## src/rtl/steak_pkg.sv

```systemverilog
// Shared encodings for the steak grill tracker: FSM states, doneness codes
// and the min-side doneness classifier.
package steak_pkg;

    typedef enum logic [1:0] {
        ST_IDLE    = 2'd0,
        ST_COOKING = 2'd1,
        ST_BURNT   = 2'd2
    } grill_state_t;

    localparam logic [2:0] DN_RAW    = 3'd0;
    localparam logic [2:0] DN_RARE   = 3'd1;
    localparam logic [2:0] DN_MEDIUM = 3'd2;
    localparam logic [2:0] DN_WELL   = 3'd3;
    localparam logic [2:0] DN_BURNT  = 3'd4;

    // The steak is only as done as its least-cooked side.
    function automatic logic [2:0] classify(input int secs_a, input int secs_b,
                                            input int rare_s, input int medium_s,
                                            input int well_s);
        int m;
        m = (secs_a < secs_b) ? secs_a : secs_b;
        if (m < rare_s)
            return DN_RAW;
        else if (m < medium_s)
            return DN_RARE;
        else if (m < well_s)
            return DN_MEDIUM;
        else
            return DN_WELL;
    endfunction

endpackage

```

## src/rtl/steak_grill_tracker.sv

```systemverilog
// Tracks one steak on the grill: per-side seconds, place/flip/serve handling,
// burn detection and a one-cycle scored doneness strobe.
module steak_grill_tracker
    import steak_pkg::*;
#(
    parameter int RARE_S   = 4,
    parameter int MEDIUM_S = 7,
    parameter int WELL_S   = 10,
    parameter int BURN_S   = 13,
    parameter int CNT_W    = 5
) (
    input  logic             clk,
    input  logic             resetn,
    input  logic             go,
    input  logic             place,
    input  logic             flip,
    input  logic             serve,
    output logic [1:0]       state,
    output logic             side_down,
    output logic [CNT_W-1:0] secs_a,
    output logic [CNT_W-1:0] secs_b,
    output logic             score_valid,
    output logic [2:0]       score
);

    localparam logic [CNT_W-1:0] BURN_C = CNT_W'(BURN_S);

    grill_state_t     state_p0, state_p1;
    logic             side_p0, side_p1;
    logic [CNT_W-1:0] secs_a_p0, secs_a_p1;
    logic [CNT_W-1:0] secs_b_p0, secs_b_p1;
    logic             vld_p0, vld_p1;
    logic [2:0]       score_p0, score_p1;

    // Saturates at the burn threshold so a counter can never wrap.
    function automatic logic [CNT_W-1:0] sat_inc(input logic [CNT_W-1:0] v);
        return (v == BURN_C) ? v : v + 1'b1;
    endfunction

    // Stage p0: next-state and next-output decode from registered state
    always_comb begin
        state_p0  = state_p1;
        side_p0   = side_p1;
        secs_a_p0 = secs_a_p1;
        secs_b_p0 = secs_b_p1;
        vld_p0    = 1'b0;
        score_p0  = DN_RAW;
        case (state_p1)
            ST_IDLE: begin
                if (place) begin
                    state_p0  = ST_COOKING;
                    side_p0   = 1'b0;
                    secs_a_p0 = '0;
                    secs_b_p0 = '0;
                end
            end
            ST_COOKING: begin
                if (serve) begin
                    state_p0 = ST_IDLE;
                    vld_p0   = 1'b1;
                    score_p0 = classify(int'(secs_a_p1), int'(secs_b_p1),
                                        RARE_S, MEDIUM_S, WELL_S);
                end else begin
                    // The tick lands on the side that was down before any flip.
                    if (go) begin
                        if (side_p1) begin
                            secs_b_p0 = sat_inc(secs_b_p1);
                            if (secs_b_p0 == BURN_C) state_p0 = ST_BURNT;
                        end else begin
                            secs_a_p0 = sat_inc(secs_a_p1);
                            if (secs_a_p0 == BURN_C) state_p0 = ST_BURNT;
                        end
                        if (state_p0 == ST_BURNT) begin
                            vld_p0   = 1'b1;
                            score_p0 = DN_BURNT;
                        end
                    end
                    if (flip) side_p0 = ~side_p1;
                end
            end
            ST_BURNT: begin
                if (place) begin
                    state_p0  = ST_COOKING;
                    side_p0   = 1'b0;
                    secs_a_p0 = '0;
                    secs_b_p0 = '0;
                end else if (serve) begin
                    state_p0 = ST_IDLE;
                end
            end
            default: state_p0 = ST_IDLE;
        endcase
    end

    // Stage p1: registered FSM state
    always_ff @(posedge clk or negedge resetn) begin
        if (!resetn) state_p1 <= ST_IDLE;
        else         state_p1 <= state_p0;
    end

    always_ff @(posedge clk or negedge resetn) begin
        if (!resetn) begin
            side_p1   <= 1'b0;
            secs_a_p1 <= '0;
            secs_b_p1 <= '0;
            vld_p1    <= 1'b0;
            score_p1  <= DN_RAW;
        end else begin
            side_p1   <= side_p0;
            secs_a_p1 <= secs_a_p0;
            secs_b_p1 <= secs_b_p0;
            vld_p1    <= vld_p0;
            score_p1  <= score_p0;
        end
    end

    assign state       = state_p1;
    assign side_down   = side_p1;
    assign secs_a      = secs_a_p1;
    assign secs_b      = secs_b_p1;
    assign score_valid = vld_p1;
    assign score       = score_p1;

endmodule

```

## config.mk

```make
export PLATFORM = sky130hd
export DESIGN_NAME = steak_grill_tracker
export DESIGN_NICKNAME = d
export VERILOG_FILES = /design/src/rtl/steak_pkg.sv /design/src/rtl/steak_grill_tracker.sv
export SDC_FILE = /design/constraint.sdc
export NUM_CORES = 1
export LEC_CHECK = 0
export CAP_MARGIN = 30
export CORE_MARGIN = 2
export CORE_UTILIZATION = 51
export DETAILED_ROUTE_END_ITERATION = 7
export GPL_ROUTABILITY_DRIVEN = 0
export PLACE_DENSITY_LB_ADDON = 0.2
export SETUP_SLACK_MARGIN = 0.15
export SYNTH_ARGS = -nofsm -noshare
export SYNTH_HDL_FRONTEND = slang
export SYNTH_SLANG_ARGS = --single-unit
```

## constraint.sdc

```tcl
create_clock -name clk -period 2 [get_ports clk]
set_clock_uncertainty 0.05 [all_clocks]
set_input_delay 0.3 -clock clk [delete_from_list [all_inputs] [get_ports clk]]
set_output_delay 0.3 -clock clk [all_outputs]
set_load 0.05 [all_outputs]
```

## Yosys cells after proc, flatten, opt, wreduce, memory -nomap -nowiden

Index checks and enable logic that the tools add are counted.

| storage, ports and cells | value |
|---|---|
| register bits | 17 |
| bits of input ports | 6 |
| word-level logic and storage cells | 75 |

| cells by class | value |
|---|---|
| $add $sub $neg | 2 |
| order comparisons | 4 |
| equality and inequality tests | 16 |
| multiplexer cells | 39 |
| bitwise gates (word level) | 1 |
| reductions and logical operators | 7 |

Operators by type and width:

| cell | count |
|---|---|
| 5-bit 2-to-1 mux | 10 |
| 2-bit 2-to-1 mux | 13 |
| 5-bit by 4-bit equality test with 1-bit output, second input constant | 4 |
| 5-bit case mux with 2 select lines | 2 |
| 3-bit 2-to-1 mux | 4 |
| 2-bit inequality test, second input constant | 6 |
| 5-bit by 1-bit adder with 5-bit output, second input constant | 2 |
| 5-bit by 3-bit < comparator with 1-bit output, second input constant | 2 |
| 5-bit AND reduction | 2 |
| 1-bit 2-to-1 mux | 8 |
| 3-bit inequality test, second input constant | 2 |
| 2-bit case mux with 3 select lines | 1 |
| 5-bit by 4-bit < comparator with 1-bit output, second input constant | 1 |
| 5-bit < comparator | 1 |
| 2-bit equality test, second input constant | 2 |
| 4-bit AND reduction | 1 |
| 3-bit AND reduction | 1 |
| 2-bit by 1-bit equality test with 1-bit output, second input constant | 1 |
| 2-bit logical NOT | 1 |
| 2-bit by 1-bit inequality test with 1-bit output, second input constant | 1 |
| 1-bit case mux with 2 select lines | 1 |
| 2-bit nonzero test | 1 |
| 2-bit OR reduction | 1 |
| 1-bit inverter | 1 |

## Longest topological paths before layout

| depth | value |
|---|---|
| word-level depth | 13 |
| gate-level depth with buffers | 7 |
| mapped depth without buffers | 7 |

## Worst setup path after synthesis

Ideal clock, no wire load.

| timing | value |
|---|---|
| kind | flip-flop to flip-flop |
| start | register secs_b_p1[1] (netlist: secs_b[1]) |
| end | register state_p1[1] (netlist: state[1]) |
| library setup time | 0.120 ns |
| arrival time | 1.962 ns |
| setup slack | -0.132 ns |
| cell stages (with the launch flop) | 8 |
| path buffers | 0 |
| period minus slack after synthesis | 2.132 ns |
| path through | dfrtp_1 -> inv_1 -> ha_1 -> nand2b_1 -> o2111ai_1 -> nor4b_2 -> a41o_2 -> a31o_1 |

| on the way | value |
|---|---|
| longest elaborated chain between the ends | 11 |
| elaborated cells between the ends (all ways) | 12 |
| classes of those cells | 1 x add/sub; 2 x eq/ne; 9 x mux |

RTL lines:

| what | line | RTL |
|---|---|---|
| from (decl) | steak_grill_tracker.sv:31 | `logic [CNT_W-1:0] secs_b_p0, secs_b_p1;` |
| from (signal assigned) | steak_grill_tracker.sv:111 | `secs_b_p1 <= secs_b_p0;` |
| 5-bit by 1-bit adder with 5-bit output or 5-bit by 4-bit equality test with 1-bit output (tied branches) | steak_grill_tracker.sv:37 | `return (v == BURN_C) ? v : v + 1'b1;` |
| 5-bit 2-to-1 mux * | steak_grill_tracker.sv:37 |  |
| 5-bit by 4-bit equality test with 1-bit output * | steak_grill_tracker.sv:68 | `if (secs_b_p0 == BURN_C) state_p0 = ST_BURNT;` |
| 2-bit 2-to-1 mux * | steak_grill_tracker.sv:68 |  |
| 2-bit 2-to-1 mux * | steak_grill_tracker.sv:66 | `if (side_p1) begin` |
| 2-bit 2-to-1 mux * | steak_grill_tracker.sv:65 | `if (go) begin` |
| 2-bit 2-to-1 mux * | steak_grill_tracker.sv:58 | `if (serve) begin` |
| 2-bit 2-to-1 mux * | steak_grill_tracker.sv:48 | `case (state_p1)` |
| 2-bit 2-to-1 mux * | steak_grill_tracker.sv:65 |  |
| 2-bit 2-to-1 mux * | steak_grill_tracker.sv:58 |  |
| 2-bit case mux with 3 select lines * | steak_grill_tracker.sv:48 |  |
| to (signal assigned) | steak_grill_tracker.sv:98 | `else state_p1 <= state_p0;` |
| to (decl) | steak_grill_tracker.sv:28 | `grill_state_t state_p0, state_p1;` |

Mark *: on every way between the ends. The rest lies on a longest branch, timed or not. The select of a mux whose other input is x is not followed.
A chain may end at the register's enable or synchronous reset.

## Worst setup path in the final report

| timing | value |
|---|---|
| start | register secs_a_p1[0] (netlist: secs_a[0]) |
| end | register score_p1[2] (netlist: score[2]) |

| on the way | value |
|---|---|
| longest elaborated chain between the ends | 13 |
| elaborated cells between the ends (all ways) | 14 |
| classes of those cells | 1 x add/sub; 3 x eq/ne; 10 x mux |

RTL lines:

| what | line | RTL |
|---|---|---|
| from (decl) | steak_grill_tracker.sv:30 | `logic [CNT_W-1:0] secs_a_p0, secs_a_p1;` |
| from (signal assigned) | steak_grill_tracker.sv:110 | `secs_a_p1 <= secs_a_p0;` |
| 5-bit by 1-bit adder with 5-bit output or 5-bit by 4-bit equality test with 1-bit output (tied branches) | steak_grill_tracker.sv:37 |  |
| 5-bit 2-to-1 mux * | steak_grill_tracker.sv:37 |  |
| 5-bit by 4-bit equality test with 1-bit output * | steak_grill_tracker.sv:71 | `if (secs_a_p0 == BURN_C) state_p0 = ST_BURNT;` |
| 2-bit 2-to-1 mux * | steak_grill_tracker.sv:71 |  |
| 2-bit 2-to-1 mux * | steak_grill_tracker.sv:66 |  |
| 2-bit 2-to-1 mux * | steak_grill_tracker.sv:65 |  |
| 2-bit 2-to-1 mux * | steak_grill_tracker.sv:58 |  |
| 2-bit 2-to-1 mux * | steak_grill_tracker.sv:48 |  |
| 2-bit equality test * | steak_grill_tracker.sv:73 | `if (state_p0 == ST_BURNT) begin` |
| 3-bit 2-to-1 mux * | steak_grill_tracker.sv:73 |  |
| 3-bit 2-to-1 mux * | steak_grill_tracker.sv:65 |  |
| 3-bit 2-to-1 mux * | steak_grill_tracker.sv:58 |  |
| 3-bit 2-to-1 mux * | steak_grill_tracker.sv:48 |  |
| net score_p0[2] | steak_grill_tracker.sv:33 | `logic [2:0] score_p0, score_p1;` |
| to (signal assigned) | steak_grill_tracker.sv:113 | `score_p1 <= score_p0;` |
| to (decl) | steak_grill_tracker.sv:33 |  |

The timed path passes the listed nets; every way through them passes the cells marked *. The select of a mux whose other input is x is not followed.

==> impl_metrics.ini <==
[timing]
setup_viol = 0
rsz0062_at_grt = true
tightest_slew_ns = 0.502
relSlewSlack_pct = 66.5
slew_violations = 0
fin_crit_sh_pct = 90.3
fin_crit_ns = 1.81
final.setup.tns_ns = 0
final-hold-violation-count = 0
max_clock_freq_mhz = 554

[grt]
grtUsageTotal_pct = 23.7
grt_antenna_before_repair = 0
met2_usage_pct = 39.2
grt_max_degree = 18
grt_pass1_wl_um = 4730
grt_pass1_vias = 1045
grtUsageMet1_pct = 30.2
grt_busiest_layer = met2
overflow = 0
use_met3_pct = 4.89

[detailed_routing]
finalWirelength_um = 2860
firstDrtPassIters = 4
detail-route-antenna-nets = 0
drt_iter0_drc = 34
wl_per_cell_um = 14.9
drc = 0
num_vias = 1121
vias_per_cell = 5.84

[final_layout]
layout-drive-gt1-share_pct = 23.2
stdcell_count = 192
final_nets = 179
insertedDiodeCount = 0
synthToLayoutAreaGrowth_pct = 29.5
final_cell_mix = nand2_1 (18), buf_4 (18), dfrtp_1 (12)

[place]
hpwl_um = 2020
portBuffers = 22
dp_cells = 183

[cts]
clockBufferDepth = 2
cts_root_buf = clkbuf_4
clk_pin_slew_worst_paths_ns = 0.09
cts.sinks = 17
holdBufCountCts = 0
cts-buffers-inserted = 3
cts_tree = yes
htree_levels = 1
clock_latency_ns = 0.29

[setup_path]
required_ns = 2.18
r2r_setup_slack_ns = 0.19
r2r_cells = 6
critPathMaxFanout = 10
timing.rr.start = secs_a[0]
crit_slowest_cell = dfrtp_2
timing.critical_path.from_type = flop
critical-path-max-stage-delay_ns = 0.48
crit_chain = ha_2 > and4b_1 > nand2_1 > o22ai_1 > a41o_2 > and3_1
endpoint_kind = flop
critPathKind = reg2reg
reg2reg_to = score[2]
arrival_ns = 1.99

[pwr]
ir_worst_vdd_v = 0.000845
p_per_area_nw_per_um2 = 1260
power.leakage_nw = 0.698

[floorplan]
start_util_pct = 53.6
die_area_sq_um = 2700
die-width_um = 52.0
rows = 17
core_area_sq_um = 2190
die_h_um = 52.0
ioPinCount = 23

[synth]
postSynthAreaPerCell_sq_um = 8.96
ys_seq_elements = 17
ys_top_cells_by_area = dfrtp_1 (36%), ha_1 (8.5%), nand2_1 (5.8%), a21oi_1 (4.7%), o21ai_0 (3.8%)
synth_fp_nets = 145
syn_area_sq_um = 1170
synth_top_area_share_pct = 36.2
synth_cells = 131
synth_cell_types = 39
synth_area_leader_cell = dfrtp_1
yosysWarnings = 0
ys_seq_area_share_pct = 36.2

[run]
max_cap_violations = 0

[min_path]
hold_path.class = in2async

[run_status]
status = completed
[worst max path at each step]
stage / endpoint / slack, ns / start
3_5_place_dp: score[2] / 0.18 / secs_b[0]
2_1_floorplan: state[1] / 0.15 / secs_b[1]
5_1_grt: score[2] / 0.10 / secs_a[0]
4_1_cts: score[2] / 0.15 / secs_a[1]
3_3_place_gp: score[2] / 0.19 / secs_b[0]
6_report: score[2] / 0.19 / secs_a[0]
[metal layers]
metal / vias to the layer above / share of wire (%)
met5: - / 0
met4: 0 / 1.5
met3: 5 / 5.8
met2: 39 / 49
met1: 532 / 43
li1: 545 / -
[synth_stat cells]
library cell / count
and3_2: 1
o21a_1: 4
nor4_1: 2
ha_1: 8
a22o_1: 2
nand2_1: 18
nor3_1: 2
clkbuf_1: 1
or2_1: 1
o21ai_1: 1
nand2b_1: 6
nor4b_2: 1
a21oi_1: 11
nor2_1: 3
and3_4: 1
a21o_1: 1
nand3_1: 5
xnor2_1: 1
and3_1: 1
nor4b_1: 1
a31oi_1: 1
dfrtp_1: 17
nand4b_2: 1
o211ai_1: 1
buf_4: 3
mux2i_1: 3
o41ai_2: 1
a41o_2: 1
a221o_1: 2
o22ai_1: 2
a22oi_1: 1
and4b_1: 1
o31ai_1: 3
nand4bb_1: 1
o21ai_0: 9
a31o_1: 1
inv_1: 9
o2111ai_1: 1
nor2b_1: 2
[timing repair]
action | in CTS | in global routing
resized for setup | 6 | 2
endpoints found under the setup margin | 7 | 4
gates cloned | 0 | 0
setup buffers | 2 | 3
[report_power, final]
| group | internal [W] | total, W | switching [W] |
|---|---|---|---|
| sequential | 0.000436 | 0.000592 | 0.000157 |
| combinational | 0.000457 | 0.00114 | 0.000684 |
| clock | 0.0000776 | 0.000181 | 0.000104 |
| total | 0.000971 | 0.00191 | 0.000944 |
[registers in the layout, summed over array words and instances, names as in the netlist]
name	flops
secs_a	5
secs_b	5
score	3
state	2
score_valid	1
side_down	1
[stage by stage]
step	instance area (sq um)	worst slack [ns]	hold slack, ns	util, %	total power (W)
2_1_floorplan	1200	0.151	-0.0456	-	0.00136
3_3_place_gp	1460	0.188	0.535	66.5	0.00166
3_5_place_dp	1460	0.179	0.541	66.5	0.00169
4_1_cts	1490	0.151	0.279	68.1	0.00186
5_1_grt	1520	0.101	0.284	69.4	0.00206
6_report	1520	0.194	0.282	69.4	0.00191
[critical path, delay by kind of cell (launching register included)]
kind / cells / cell delay (ns)
AO/OA/AOI/OAI: 2 / 0.45
adder cells (fa/ha/maj): 1 / 0.24
flip-flops: 1 / 0.48
AND/OR/NAND/NOR: 3 / 0.54
[kinds of logic (layout without fill, tap and decap cells)]
family	count (synthesis)	count (layout)	synth area share [%]
DFF	17	17	36.2
muxes	3	3	2.56
AOI/OAI and AO/OA	42	42	24.0
adders and majority gates	8	8	8.53
and+or+nand+nor	47	47	22.8
xor gates and xnor gates	1	1	0.746
buffers and inverters	13	46	5.12
[layout make-up]
type | instances | area (sq um)
timing repair buffer | 33 | 278
inverter | 9 | 33.8
clock buffer | 4 | 26.3
fill | 181 | 671
sequential | 17 | 432
multi-input combinational | 101 | 716
tap | 28 | 35.0
Power figures use the tool's default switching activity.
